**src/rtl/div_signed_ctrl.sv**
```systemverilog
// div_signed_ctrl: signed/unsigned front-end and back-end around the unsigned
// shift-subtract divider (div_subshift). Operands arrive as magnitudes plus
// captured sign flags; the result is sign-corrected and held until the
// consumer takes it. Divide-by-zero is answered locally.
//
// Build option: DIV_SIGNED_EN. When it is defined, in_signed selects two's-complement
// operation and the overflow flag works. When it is undefined, every operation is
// unsigned and overflow stays 0.
//
// state  | meaning
// IDLE   | ready for an operand pair
// LAUNCH | div_start high for this cycle, operands held
// WAIT   | waiting for div_done (first cycle ignores a stale done)
// FIX    | sign correction of divider outputs
// OUT    | result presented until out_ready
module div_signed_ctrl #(
   parameter int DATA_W = 32
) (
   input  logic              clk,
   input  logic              rst,
   input  logic              in_valid,
   output logic              in_ready,
   input  logic              in_signed,
   input  logic [DATA_W-1:0] dividend,
   input  logic [DATA_W-1:0] divisor,
   output logic              div_start,
   output logic [DATA_W-1:0] div_dividend,
   output logic [DATA_W-1:0] div_divisor,
   input  logic              div_done,
   input  logic [DATA_W-1:0] div_quotient,
   input  logic [DATA_W-1:0] div_remainder,
   output logic              out_valid,
   input  logic              out_ready,
   output logic [DATA_W-1:0] quotient,
   output logic [DATA_W-1:0] remainder,
   output logic              div_by_zero,
   output logic              overflow
);

   typedef enum logic [2:0] {IDLE, LAUNCH, WAIT, FIX, OUT} state_t;

   state_t            state;
   logic              wait_first;
   logic              accept;
   logic              ovf_pend;
   logic [DATA_W-1:0] dvd_mag;
   logic [DATA_W-1:0] dvs_mag;
   logic [DATA_W-1:0] fix_q;
   logic [DATA_W-1:0] fix_r;

   assign in_ready = (state == IDLE);
   assign accept   = in_valid & in_ready;

`ifdef DIV_SIGNED_EN
   localparam logic [DATA_W-1:0] MOST_NEG = {1'b1, {(DATA_W-1){1'b0}}};

   logic neg_q;
   logic neg_r;
   logic dvd_neg;
   logic dvs_neg;

   // Magnitudes of the incoming operands; the most-negative value negates to
   // itself, which the divider then sees as unsigned 2^(DATA_W-1).
   always_comb begin
      dvd_neg = in_signed & dividend[DATA_W-1];
      dvs_neg = in_signed & divisor[DATA_W-1];
      dvd_mag = dvd_neg ? -dividend : dividend;
      dvs_mag = dvs_neg ? -divisor : divisor;
      fix_q   = neg_q ? -div_quotient : div_quotient;
      fix_r   = neg_r ? -div_remainder : div_remainder;
   end

   // Sign flags and the overflow case are captured at accept, since the raw
   // operands are gone by the time the divider finishes.
   always_ff @(posedge clk) begin
      if (!rst) begin
         neg_q    <= 1'b0;
         neg_r    <= 1'b0;
         ovf_pend <= 1'b0;
      end else if (accept) begin
         neg_q    <= dvd_neg ^ dvs_neg;
         neg_r    <= dvd_neg;
         ovf_pend <= in_signed & (dividend == MOST_NEG) & (&divisor);
      end
   end
`else
   logic unused_in_signed;
   assign unused_in_signed = in_signed;
   assign ovf_pend         = 1'b0;

   // Unsigned-only build: operands and results pass straight through.
   always_comb begin
      dvd_mag = dividend;
      dvs_mag = divisor;
      fix_q   = div_quotient;
      fix_r   = div_remainder;
   end
`endif

   // Sequencing FSM with registered handshake, start pulse and result outputs.
   always_ff @(posedge clk) begin
      if (!rst) begin
         state        <= IDLE;
         wait_first   <= 1'b0;
         div_start    <= 1'b0;
         out_valid    <= 1'b0;
         quotient     <= '0;
         remainder    <= '0;
         div_by_zero  <= 1'b0;
         overflow     <= 1'b0;
         div_dividend <= '0;
         div_divisor  <= '0;
      end else begin
         div_start <= 1'b0;
         case (state)
            IDLE: begin
               if (accept) begin
                  div_dividend <= dvd_mag;
                  div_divisor  <= dvs_mag;
                  if (divisor == '0) begin
                     quotient    <= '1;
                     remainder   <= dividend;
                     div_by_zero <= 1'b1;
                     overflow    <= 1'b0;
                     out_valid   <= 1'b1;
                     state       <= OUT;
                  end else begin
                     div_start <= 1'b1;
                     state     <= LAUNCH;
                  end
               end
            end
            LAUNCH: begin
               wait_first <= 1'b1;
               state      <= WAIT;
            end
            WAIT: begin
               if (wait_first) begin
                  wait_first <= 1'b0;
               end else if (div_done) begin
                  state <= FIX;
               end
            end
            FIX: begin
               quotient    <= fix_q;
               remainder   <= fix_r;
               div_by_zero <= 1'b0;
               overflow    <= ovf_pend;
               out_valid   <= 1'b1;
               state       <= OUT;
            end
            OUT: begin
               if (out_ready) begin
                  out_valid <= 1'b0;
                  state     <= IDLE;
               end
            end
            default: state <= IDLE;
         endcase
      end
   end

endmodule
```
**config.mk**
```make
export PLATFORM = sky130hd
export DESIGN_NAME = div_signed_ctrl
export DESIGN_NICKNAME = d
export VERILOG_FILES = /design/src/rtl/div_signed_ctrl.sv
export SDC_FILE = /design/constraint.sdc
export NUM_CORES = 1
export LEC_CHECK = 0
export BUFFER_PORTS_ARGS = -buffer_cell sky130_fd_sc_hd__clkbuf_2
export CORE_ASPECT_RATIO = 0.9
export CORE_UTILIZATION = 35
export CTS_CLUSTER_DIAMETER = 80
export DETAILED_ROUTE_END_ITERATION = 8
export RECOVER_POWER = 100
export SYNTH_ARGS = -nofsm -noshare
export SYNTH_HDL_FRONTEND = slang
export SYNTH_SLANG_ARGS = --single-unit
```
**constraint.sdc**
```tcl
create_clock -name clk -period 2.3 [get_ports clk]
set_input_delay 0.23 -clock clk [delete_from_list [all_inputs] [get_ports clk]]
set_output_delay 0.23 -clock clk [all_outputs]
set_load 0.1 [all_outputs]
```
==> impl_metrics.json, run 1 <==
{
  "path_clk_slew_ps": 60,
  "period_needed_ps": 2100,
  "wl_mm": 18.6,
  "timing.hold.worst.class": "in -> reg",
  "p_total_w": 0.0130,
  "final_antenna_net_count": 0,
  "worst_clock_skew_ps": 4.93,
  "min_period_over_period_pct": 91.5,
  "routed-via-count": 6004,
  "gp_routability_congestion": 0.726,
  "number_of_antenna_violations_at_the_first_check_in_global_routing": 1,
  "most_common_library_cell_in_the_layout_ignoring_fill_and_taps": "nand2_1",
  "worst_case_clock_buffer_depth": 2,
  "die_area_um2": 18000,
  "portBuffers": 264,
  "fin_nets": 1067,
  "netSwitchingFraction_pct": 56.9,
  "critical_path_required_ps": 2070,
  "overflow": 0,
  "drt_drc_violations_left": 0,
  "timing.setup.critical_path_class": "reg -> out",
  "static-leakage-power_nw": 2.87,
  "clockRootBuffer": "clkbuf_16",
  "initial_utilization_pct": 36.0,
  "post_cts_hold_buffer_count": 0,
  "routed_length_per_placed_instance_um": 15.7,
  "synth_seq_cells": 135,
  "core_footprint_um2": 16900,
  "timing.critical_path.fanout_max": 10,
  "slew_viol_final": 0,
  "areaGrowthSynthToFinish_pct": 29.3,
  "seq_power_share_pct": 25.9,
  "comb_power_share_pct": 53.2,
  "power.ir.vdd_worst_uv": 688,
  "timing.slew.headroom_pct": 16.1,
  "clockPowerShare_pct": 20.9,
  "worstMarginPinSlew_ps": 1260,
  "post_route_cells_drive_above_1_share_pct": 25.7,
  "clock_tree_from_tritoncts": "done",
  "grtUsageTotal_pct": 20.6,
  "cts_inserted_buffers": 17,
  "reg2reg_slack_ps": 230,
  "netlist.area_leader.share_pct": 44.3,
  "critical_path.cell_chain": "or3_1 -> inv_2 -> clkbuf_2",
  "cts_setup_buffers": 0,
  "rows": 45,
  "power_spent_charging_and_discharging_nets_w": 0.00742,
  "yosysWarningCount": 0,
  "outcome": "finished clean",
  "number_of_sinks_handled_by_clock_tree_synthesis": 135,
  "final-hold-violation-count": 0,
  "final_cell_mix": "nand2_1, dfxtp_1, clkbuf_2",
  "dpl.hpwl_mm": 12.1,
  "timing.final.setup_violations": 0,
  "avgSynthCellArea_um2": 8.70,
  "critical_path_arrival_ps": 1870,
  "rsz0062_at_grt": "no",
  "cellInternalPower_w": 0.00562,
  "synthesis.nets": 835,
  "drtIter0Drc": 236,
  "clock_insertion_delay_worst_skew_ps": 410,
  "h-tree-depth": 4,
  "post_synth_top_area_cell": "dfxtp_1",
  "top_level_ports": 267,
  "netlist_instances": 701,
  "largest_net_degree_at_the_start_of_global_routing": 65,
  "via_count_of_the_first_global_routing_pass": 5511,
  "grt_pass1_wl_mm": 29.0,
  "ys_seq_area_share_pct": 44.3,
  "yosysUniqueCellTypes": 38,
  "clock.fmax_mhz": 475,
  "die-height_um": 127,
  "die-width_um": 141,
  "cp-end-kind": "output port",
  "max_cap_viols": 0,
  "cts-resized-gates": 0,
  "timing.critical_path.slowest_stage_cell": "or3_1",
  "power.density_nw_per_um2": 1650,
  "setup_tns_ps": 0,
  "synth.cell_area_um2": 6100,
  "drt-pass1-iter-count": 4,
  "ys_top_cells_by_area": "dfxtp_1, nand2_1, o221ai_1, a21oi_1, mux2_2",
  "critPathMaxStageDelay_ps": 480,
  "vias_per_cell": 5.08,
  "start_kind": "register"
}
## cell type report
cell class	count	area, µm²
fillers	1762	9060
multi-input cells	463	2850
flip-flops and latches	135	2700
repair buffers	281	1310
clock buffers	21	470
well taps	235	294
inverters	35	133
clock inverters	11	123
diodes	1	2.50
## path summary, 6_finish.rpt
path,from,cells after the start,endpoint
max,state[2],3,in_ready
min,divisor[6],3,div_divisor[6]
max reg2reg,state[1],5,remainder[20]
min reg2reg,div_dividend[10],2,div_dividend[10]
## logic make-up (layout without fill, tap and decap cells)
family | Yosys count | count (layout) | share of synthesized area (%)
mux | 32 | 32 | 5.91
xor+xnor | 1 | 1 | 0.144
compound gates | 204 | 204 | 24.2
simple gates | 225 | 225 | 16.5
other cells | 1 | 2 | 0.0615
buf+inv | 103 | 348 | 8.88
flops | 135 | 135 | 44.3
## sequential cells by signal (all words and copies together), names as in the netlist
| name | count |
|---|---|
| div_by_zero | 1 |
| quotient | 32 |
| wait_first | 1 |
| remainder | 32 |
| out_valid | 1 |
| div_dividend | 32 |
| state | 3 |
| div_start | 1 |
| div_divisor | 32 |
## synth_stat cells
| master | instances |
|---|---|
| nand2_1 | 165 |
| dfxtp_1 | 135 |
| a21oi_1 | 98 |
| o221ai_1 | 64 |
| inv_1 | 33 |
| mux2_2 | 32 |
| nand4_1 | 32 |
| clkbuf_1 | 26 |
| a22oi_2 | 20 |
| buf_2 | 19 |
| buf_6 | 14 |
| a22oi_1 | 12 |
| nor4_1 | 8 |
| buf_4 | 7 |
| nor2_1 | 5 |
| o21ai_0 | 4 |
| a21oi_2 | 2 |
| and4_1 | 2 |
| buf_1 | 2 |
| inv_2 | 2 |
| nand2b_1 | 2 |
| a21o_4 | 1 |
| a21oi_4 | 1 |
| a31oi_1 | 1 |
| and2_1 | 1 |
| and2_2 | 1 |
| and3b_1 | 1 |
| conb_1 | 1 |
| nand3_1 | 1 |
| nand3b_1 | 1 |
| nor2_2 | 1 |
| nor3_1 | 1 |
| nor3b_2 | 1 |
| nor4b_1 | 1 |
| o21a_1 | 1 |
| or3_4 | 1 |
| or3b_4 | 1 |
| xnor2_1 | 1 |
## power by group through the flow
stage          clock network, W  registers (W)  logic, W
2_1_floorplan                 0        0.00768   0.00184
3_3_place_gp                  0        0.00342   0.00714
3_5_place_dp                  0        0.00343   0.00715
4_1_cts                 0.00279        0.00339   0.00716
5_1_grt                 0.00288        0.00346   0.00728
6_report                0.00273        0.00338   0.00693
## critical path, delay by kind of cell, from the launching register on
family / cells / cell delay, ps
simple gates: 1 / 480
flops: 1 / 410
buf+inv: 2 / 560
## per-layer routing
metal	global-route usage [%]	part of all wire, %	up-vias
met5	0	0	-
met4	8.31	1.9	0
met3	6.22	6.4	21
met2	32.1	45	185
met1	26.6	46	2806
li1	-	-	2992
## through the flow
step	setup slack, ps	instance area (µm²)	hold slack [ps]	instances	utilization [%]
final	195	7890	43.3	1182	46.5
after global routing	83.8	7890	38.3	1182	46.5
after CTS	201	8080	19.1	1181	47.6
after floorplan	332	6100	366	701	-
after detailed placement	418	7480	445	1149	44.1
after global placement	433	7480	441	1149	44.1
Power figures use the tool's default switching activity.
==> run 2, diff against run 1 <==
Settings changed: CTS_BUF_LIST set to sky130_fd_sc_hd__clkbuf_4.
==> impl_metrics.json, run 2 (synthesis results as in run 1) <==
{
  "number_of_sinks_handled_by_clock_tree_synthesis": 135,
  "final-hold-violation-count": 0,
  "dpl.hpwl_mm": 12.1,
  "global_route.usage.met3_pct": 6.41,
  "timing.final.setup_violations": 0,
  "max_cap_viols": 0,
  "die_area_um2": 18000,
  "setup.worst_path.start": "state[2]",
  "clock.fmax_mhz": 476,
  "critical_path_required_ps": 2070,
  "overflow": 0,
  "routed_length_per_placed_instance_um": 15.4,
  "grtUsageTotal_pct": 22.2,
  "core_footprint_um2": 16900,
  "static-leakage-power_nw": 3.40,
  "die-width_um": 141,
  "layout.cell_area.non_filler_um2": 8790,
  "top_level_ports": 267,
  "initial_utilization_pct": 36.0,
  "portBuffers": 264,
  "diodes": 0,
  "worstMarginPinSlew_ps": 1210,
  "cp-end-kind": "output port",
  "period_needed_ps": 2100,
  "timing.critical_path.fanout_max": 10,
  "die-height_um": 127,
  "critical_path_arrival_ps": 1870,
  "drt_drc_violations_left": 0,
  "largest_net_degree_at_the_start_of_global_routing": 65,
  "number_of_antenna_violations_at_the_first_check_in_global_routing": 0,
  "worst_case_clock_buffer_depth": 2,
  "global_route.peak_usage_layer": "met2",
  "via_count_of_the_first_global_routing_pass": 6177,
  "rsz0062_at_grt": "no",
  "clock_tree_from_tritoncts": "done",
  "met2_usage_pct": 37.2,
  "areaGrowthSynthToFinish_pct": 44.2,
  "timing.hold.worst.class": "in -> reg",
  "path_clk_slew_ps": 120,
  "setup_ws_ps": 200,
  "wl_mm": 19.9,
  "start_kind": "register",
  "drt-pass1-iter-count": 4,
  "grt_util_met1_pct": 27.2,
  "clockRootBuffer": "clkbuf_4",
  "timing.slew.headroom_pct": 19.6,
  "gp_routability_congestion": 0.726,
  "drtIter0Drc": 368,
  "worst_clock_skew_ps": 13.9,
  "number_of_fillers_in_the_final_layout": 1630,
  "place_worst_setup_slack_ps": 418,
  "slew_viol_final": 0,
  "final_antenna_net_count": 0,
  "grt_pass1_wl_mm": 31.4,
  "regToRegStartpoint": "state[1]",
  "fin_nets": 1182,
  "setup_tns_ps": 0,
  "routed-via-count": 6477,
  "final_cell_mix": "clkbuf_2, nand2_1, dfxtp_1",
  "power.density_nw_per_um2": 1380,
  "min_period_over_period_pct": 91.3,
  "p_total_w": 0.0121,
  "timing.hold.worst.start": "div_quotient[25]",
  "cts_inserted_buffers": 17,
  "cts_setup_buffers": 0,
  "power.ir.vdd_worst_uv": 813,
  "outcome": "finished clean",
  "postPlaceCellArea_um2": 7480,
  "rows": 45,
  "most_common_library_cell_in_the_layout_ignoring_fill_and_taps": "clkbuf_2",
  "clock_insertion_delay_worst_skew_ps": 530,
  "h-tree-depth": 4,
  "vias_per_cell": 5.00,
  "post_route_cells_drive_above_1_share_pct": 28.1,
  "timing.setup.critical_path_class": "reg -> out"
}
## run 2: through the flow
stage                     util [%]  std cells  hold WS [ps]
final                         51.9       1296          44.7
after global routing          51.9       1296          1.96
after CTS                     52.5       1296         0.264
after detailed placement      44.1       1149           445
after global placement        44.1       1149           441
after floorplan                  -        701           366
## run 2: metal layers
layer,routed length [µm],vias up,share of wire [%]
met3,1330,25,6.7
met5,0,-,0
met2,9420,225,47
met4,413,0,2.1
li1,-,3216,-
met1,8750,3011,44
## run 2: area by class of cell
type | count | area (µm²) | area share [%]
Clock buffer | 18 | 135 | 1.54
Clock inverter | 14 | 134 | 1.52
Inverter | 35 | 133 | 1.51
Multi-Input combinational cell | 463 | 2860 | 32.6
Sequential cell | 135 | 2700 | 30.7
Tap cell | 235 | 294 | 3.34
Timing Repair Buffer | 396 | 2530 | 28.8
## run 2: where the power goes
group / switching (W) / total [W] / internal (W) / leakage [nW]
Clock: 0.000899 / 0.00154 / 0.000646 / 0.148
Combinational: 0.00601 / 0.00719 / 0.00118 / 2.15
Sequential: 0.000424 / 0.00338 / 0.00296 / 1.10
Total: 0.00733 / 0.0121 / 0.00478 / 3.40
## run 2: final timing paths
path | slack, ps | cells past startpoint | end
setup / recovery | 200 | 3 | in_ready
hold reg to reg | 460 | 2 | div_dividend[10]
hold / removal | 40 | 3 | quotient[25]
setup reg to reg | 230 | 5 | remainder[20]
## run 2: critical path, cell delays in order (launching register included)
cell	delay (ps)
dfxtp_1	440
or3_4	450
inv_1	100
clkbuf_4	340
## run 2: repair_timing
action	in CTS	in global routing
endpoints found under the hold margin	115	0
endpoints found under the setup margin	0	1
gates resized for setup	0	2
hold buffers	115	0
